**src/rtl/mem_wb_stage_pkg.sv**
```systemverilog
// Shared types for the memory/writeback boundary: data words, register
// addresses, writeback source select and load funct3 encodings.
package mem_wb_stage_pkg;

    typedef logic [31:0] word_t;
    typedef logic [4:0]  reg_addr_t;

    typedef enum logic [1:0] {
        WB_ALU = 2'd0,
        WB_MEM = 2'd1,
        WB_PC4 = 2'd2,
        WB_IMM = 2'd3
    } wb_sel_t;

    localparam logic [2:0] F3_LB  = 3'b000;
    localparam logic [2:0] F3_LH  = 3'b001;
    localparam logic [2:0] F3_LW  = 3'b010;
    localparam logic [2:0] F3_LBU = 3'b100;
    localparam logic [2:0] F3_LHU = 3'b101;

    typedef struct packed {
        logic      valid;
        logic      reg_write;
        reg_addr_t rd;
        wb_sel_t   wb_sel;
        logic [2:0] funct3;
        word_t     alu_result;
        word_t     read_data;
        word_t     pc_plus4;
        word_t     imm;
    } wb_entry_t;

endpackage

```
**src/rtl/mem_wb_stage_load_extend.sv**
```systemverilog
// Picks the addressed byte/halfword out of an aligned memory word and
// sign- or zero-extends it; flags halfword/word accesses that are misaligned.
module mem_wb_stage_load_extend
    import mem_wb_stage_pkg::*;
(
    input  logic [2:0] funct3,
    input  logic [1:0] offset,
    input  word_t      raw,
    output word_t      data,
    output logic       misaligned
);

    logic [7:0]  byte_lane [4];
    logic [7:0]  sel_byte;
    logic [15:0] sel_half;

    generate
        for (genvar gi = 0; gi < 4; gi++) begin : g_lane
            assign byte_lane[gi] = raw[8*gi +: 8];
        end
    endgenerate

    assign sel_byte = byte_lane[offset];
    assign sel_half = offset[1] ? raw[31:16] : raw[15:0];

    always_comb begin
        data       = raw;
        misaligned = 1'b0;
        case (funct3)
            F3_LB:  data = {{24{sel_byte[7]}}, sel_byte};
            F3_LBU: data = {24'd0, sel_byte};
            F3_LH: begin
                data       = {{16{sel_half[15]}}, sel_half};
                misaligned = offset[0];
            end
            F3_LHU: begin
                data       = {16'd0, sel_half};
                misaligned = offset[0];
            end
            // LW and any unrecognised funct3 behave as a full-word load
            default: begin
                data       = raw;
                misaligned = (offset != 2'd0);
            end
        endcase
    end

endmodule

```
**src/rtl/mem_wb_stage.sv**
```systemverilog
// MEM/WB pipeline register plus writeback mux, register-file write port,
// retired-instruction counter and misaligned-load flag.
module mem_wb_stage
    import mem_wb_stage_pkg::*;
#(
    parameter int INSTRET_W = 64
) (
    input  logic                 clk,
    input  logic                 rst,
    input  logic                 mem_valid,
    input  logic                 mem_reg_write,
    input  reg_addr_t            mem_rd,
    input  wb_sel_t              mem_wb_sel,
    input  logic [2:0]           mem_funct3,
    input  word_t                mem_alu_result,
    input  word_t                mem_read_data,
    input  word_t                mem_pc_plus4,
    input  word_t                mem_imm,
    input  logic                 stall,
    input  logic                 flush,
    output logic                 wb_write_enable,
    output reg_addr_t            wb_write_reg,
    output word_t                wb_write_data,
    output logic                 wb_valid,
    output logic                 wb_misaligned,
    output logic [INSTRET_W-1:0] instret
);

    wb_entry_t             entry_reg;
    logic                  committed_reg;
    logic [INSTRET_W-1:0]  instret_reg;

    word_t load_data;
    logic  load_misaligned;
    word_t mux_data;
    logic  retire;

    mem_wb_stage_load_extend u_load_extend (
        .funct3     (entry_reg.funct3),
        .offset     (entry_reg.alu_result[1:0]),
        .raw        (entry_reg.read_data),
        .data       (load_data),
        .misaligned (load_misaligned)
    );

    always_comb begin
        mux_data = entry_reg.alu_result;
        case (entry_reg.wb_sel)
            WB_ALU:  mux_data = entry_reg.alu_result;
            WB_MEM:  mux_data = load_data;
            WB_PC4:  mux_data = entry_reg.pc_plus4;
            WB_IMM:  mux_data = entry_reg.imm;
            default: mux_data = entry_reg.alu_result;
        endcase
    end

    // committed marks an entry already written/counted, so a stall only shows it
    assign wb_misaligned   = entry_reg.valid && (entry_reg.wb_sel == WB_MEM)
                             && load_misaligned && !committed_reg;
    assign retire          = entry_reg.valid && !committed_reg && !wb_misaligned;
    assign wb_write_enable = retire && entry_reg.reg_write && (entry_reg.rd != 5'd0);
    assign wb_valid        = entry_reg.valid;
    assign wb_write_reg    = entry_reg.valid ? entry_reg.rd : 5'd0;
    assign wb_write_data   = entry_reg.valid ? mux_data : 32'd0;
    assign instret         = instret_reg;

    always_ff @(posedge clk or posedge rst) begin
        if (rst) begin
            entry_reg     <= '0;
            committed_reg <= 1'b0;
            instret_reg   <= '0;
        end else begin
            if (retire) begin
                instret_reg <= instret_reg + INSTRET_W'(1);
            end
            if (flush) begin
                entry_reg.valid <= 1'b0;
                committed_reg   <= 1'b0;
            end else if (stall) begin
                committed_reg <= committed_reg | entry_reg.valid;
            end else begin
                entry_reg.valid      <= mem_valid;
                entry_reg.reg_write  <= mem_reg_write;
                entry_reg.rd         <= mem_rd;
                entry_reg.wb_sel     <= mem_wb_sel;
                entry_reg.funct3     <= mem_funct3;
                entry_reg.alu_result <= mem_alu_result;
                entry_reg.read_data  <= mem_read_data;
                entry_reg.pc_plus4   <= mem_pc_plus4;
                entry_reg.imm        <= mem_imm;
                committed_reg        <= 1'b0;
            end
        end
    end

endmodule

```
**config.mk**
```make
export PLATFORM = sky130hd
export DESIGN_NAME = mem_wb_stage
export DESIGN_NICKNAME = d
export VERILOG_FILES = /design/src/rtl/mem_wb_stage_pkg.sv /design/src/rtl/mem_wb_stage_load_extend.sv /design/src/rtl/mem_wb_stage.sv
export SDC_FILE = /design/constraint.sdc
export NUM_CORES = 1
export LEC_CHECK = 0
export ABC_CLOCK_PERIOD_IN_PS = 7200
export CAP_MARGIN = 20
export CORE_UTILIZATION = 32
export CTS_CLUSTER_DIAMETER = 200
export DETAILED_ROUTE_END_ITERATION = 10
export GPL_ROUTABILITY_DRIVEN = 0
export PLACE_DENSITY = 0.6
export SLEW_MARGIN = 20
export SYNTH_ARGS = -nofsm -noshare
export SYNTH_HDL_FRONTEND = slang
export SYNTH_SLANG_ARGS = --single-unit
```
**constraint.sdc**
```tcl
create_clock -name clk -period 7.2 [get_ports clk]
set_clock_uncertainty 0.05 [all_clocks]
set_input_delay 1.8 -clock clk [delete_from_list [all_inputs] [get_ports clk]]
set_output_delay 1.8 -clock clk [all_outputs]
set_load 0.05 [all_outputs]
```
==> flow_metrics.tcl <==
set metrics [dict create \
    p_leak_nw 5.457 \
    clockRootBuffer "clkbuf_16" \
    finalSetupViolations 0 \
    syn_nets 1003 \
    grt_pass1_wl_mm 45.14 \
    required_ns 5.35 \
    hold_violations 0 \
    hpwl_mm 20.30 \
    initial_core_util_pct 32.47 \
    vias_per_cell 5.108 \
    ant_nets 0 \
    finalCritPeriodShare_pct 76.25 \
    netlist_instances 858 \
    first_global_vias 7918 \
    filler_cell_count 2922 \
    fp.dieArea_um2 31750 \
    routed_wl_mm 29.33 \
    setup_tns_ns 0 \
    tightest_slew_ns 0.8436 \
    relSlewSlack_pct 43.76 \
    hold_class "reg2reg" \
    die_w_um 178.2 \
    antenna_found_initial 9 \
    intPower_w 0.002499 \
    clk_pin_slew_ns 0.06 \
    ys_seq_area_share_pct 51.65 \
    drv_slew 0 \
    yosysUniqueCellTypes 48 \
    gr-total-overflow 0 \
    crit_fanout 47 \
    dr.pass1.iters 5 \
    cp_common_cell "a21oi_1" \
    placed_cell_area_um2 12740 \
    path_cells "nand2b_1 > nor2_1 > a21oi_1 > a21oi_1 > a21oi_1 > clkdlybuf4s50_1" \
    ios 248 \
    largest_register_ffs 139 \
    vdd_drop_max_mv 0.1608 \
    core_area_um2 30590 \
    finish.utilization_pct 44.72 \
    worstHoldPathCells 1 \
    p_switching_w 0.0009690 \
    die_y_um 178.2 \
    min_period_ns 5.490 \
    post_drt_wl_per_cell_um 19.51 \
    cap_viol_max_count 0 \
    max-clock-path-buffers 3 \
    worstSkewPairLatency_ns 0.52 \
    yosys_warnings 0 \
    cts-buffers-inserted 24 \
    power_frac_clock_pct 40.6 \
    syn_area_per_cell_um2 11.58 \
    cts.sinks 205 \
    yosys_register_bits 205 \
    nNetsFinal 1229 \
    critPathLaunchType "register" \
    status "complete, no violations" \
    netlist_area_um2 9932 \
    rsz0062_at_grt "no" \
    cts_tree "built" \
    cts_resized 0 \
    ctsHoldBuffers 0 \
    critPathSlowestCell "dfrtp_2" \
    h-tree-depth 1 \
    pwr-share-comb_pct 18.7 \
    post_cts_buffers 0 \
    setup_slack_ns 1.710 \
    critical_path_class "reg2out" \
    port_buffers 247 \
    vias 7677 \
    cp-end-kind "output port" \
    core.rowCount 64 \
    fmax_ghz 0.1822 \
    arrival_ns 3.64 \
    swShare_pct 27.95 \
    drive_gt1_share_pct 20.96 \
    grt_max_degree 146 \
    syn_to_final_growth_pct 37.74 \
    grt_use_total_pct 18.26 \
    critPathMaxStageDelay_ns 0.90 \
    pwr-share-seq_pct 40.7 \
    dr.first_iter.drc_count 390 \
    power-per-cell-area_nw_per_um2 253.5 \
    route.detailed.drc 0 \
    r2r_cells 6 \
    fin_area_um2 13680 \
    post-place-ws_ns 2.238 \
]
==> cells in the final DEF, fill, tap and decap left out, drive strengths merged, types with 4 or more instances in the layout <==
master         Yosys  layout
a221oi             4       4
and3               4       4
inv               20      19
clkbuf            33      28
nand2b             7       7
mux4               6       6
nand2             75      75
clkinv             0       5
a22oi              7       7
a21oi             39      39
o211ai             9       9
a31oi              8       8
clkinvlp           0       5
buf               22       8
mux2             145     145
xor2              35      35
o32ai              4       4
and2               7       7
o21ai             53      53
xnor2             28      28
nor2              29      29
clkdlybuf4s50      0     247
nand4             19      19
diode              0       5
nor4              22      22
o221ai             8       8
dfrtp            205     205
nand3             20      20
bufinv             0       7
o32a               8       8
mux2i              5       5
nor3              19      19
==> critical path: cells and delay by family, from the launching register on <==
kind | cells | cell delay, ns
DFF | 1 | 0.90
buffers and inverters | 1 | 0.86
and+or+nand+nor | 2 | 0.84
AOI/OAI and AO/OA | 3 | 0.52
==> power by group through the flow <==
stage	clock network [W]	logic, W	registers, W
3_3_place_gp	0	0.000646	0.00143
2_1_floorplan	0	0.000407	0.00141
6_report	0.00141	0.000647	0.00141
3_5_place_dp	0	0.000650	0.00143
4_1_cts	0.00144	0.000655	0.00141
5_1_grt	0.00148	0.000699	0.00143
==> final timing paths <==
check	from	end	slack, ns
max	entry_reg[131]	wb_write_data[9]	1.71
min	instret[63]	instret[63]	0.44
max reg2reg	entry_reg[132]	instret[62]	4.64
min reg2reg	instret[63]	instret[63]	0.44
max in group asynchronous	rst	entry_reg[131]	4.51
min in group asynchronous	rst	instret[4]	1.57
==> cell families after synthesis <==
kind of cell | after synthesis | synth area share (%)
xor gates and xnor gates | 63 | 5.556
adders and majority gates | 1 | 0.1260
and+or+nand+nor | 215 | 12.18
AOI/OAI and AO/OA | 143 | 8.844
buffers and inverters | 75 | 3.338
muxes | 156 | 18.30
DFF | 205 | 51.65
==> through the flow <==
step	cells	hold WS [ns]	total power, W
floorplan	858	0.4250	0.001819
global placement	1454	0.4247	0.002076
detailed placement	1454	0.4189	0.002085
CTS	1498	0.4383	0.003508
global route	1499	0.4423	0.003613
finish	1503	0.4411	0.003468
==> metal layers <==
metal | wire, µm | part of all wire, % | vias up | track usage, %
met5 | 62 | 0.21 | - | 0
met4 | 686 | 2.3 | 10 | 4.449
li1 | - | - | 3556 | -
met1 | 12580 | 43 | 3811 | 23.78
met2 | 13170 | 45 | 251 | 28.83
met3 | 2818 | 9.6 | 49 | 6.479
==> Yosys cell counts, drive strengths merged <==
| cell | number | area [µm²] |
|---|---|---|
| dfrtp | 205 | 5130 |
| mux2 | 145 | 1633 |
| nand2 | 75 | 281.5 |
| o21ai | 53 | 265.3 |
| a21oi | 39 | 195.2 |
| xor2 | 35 | 306.5 |
| clkbuf | 33 | 123.9 |
| nor2 | 29 | 111.4 |
| xnor2 | 28 | 245.2 |
| buf | 22 | 132.6 |
| nor4 | 22 | 246.5 |
| inv | 20 | 75.07 |
| nand3 | 20 | 125.1 |
| nand4 | 19 | 131.4 |
| nor3 | 19 | 105.1 |
| o211ai | 9 | 67.56 |
| a31oi | 8 | 50.05 |
| o221ai | 8 | 70.07 |
| o32a | 8 | 80.08 |
| a22oi | 7 | 52.55 |
| and2 | 7 | 43.79 |
| nand2b | 7 | 43.79 |
| mux4 | 6 | 135.1 |
| mux2i | 5 | 50.05 |
| a221oi | 4 | 35.03 |
| and3 | 4 | 25.02 |
| o32ai | 4 | 35.03 |
| or3 | 3 | 18.77 |
| and4 | 2 | 17.52 |
| nor2b | 2 | 12.51 |
| o311a | 2 | 20.02 |
| or2 | 2 | 12.51 |
| a21o | 1 | 7.510 |
| ha | 1 | 12.51 |
| nand4b | 1 | 8.760 |
| nor3b | 1 | 7.510 |
| nor4b | 1 | 8.760 |
| or4b | 1 | 10.01 |
==> layout make-up <==
class	instances	area, µm²	share of cell area, %
clock inverters	16	265.3	1.939
multi-input cells	578	4478	32.73
well taps	396	495.5	3.622
diodes	5	12.51	0.09146
clock buffers	28	656.9	4.802
inverters	20	78.83	0.5762
repair buffers	255	2561	18.72
flip-flops and latches	205	5132	37.52
Note: power is estimated with default switching activity, not from simulation.
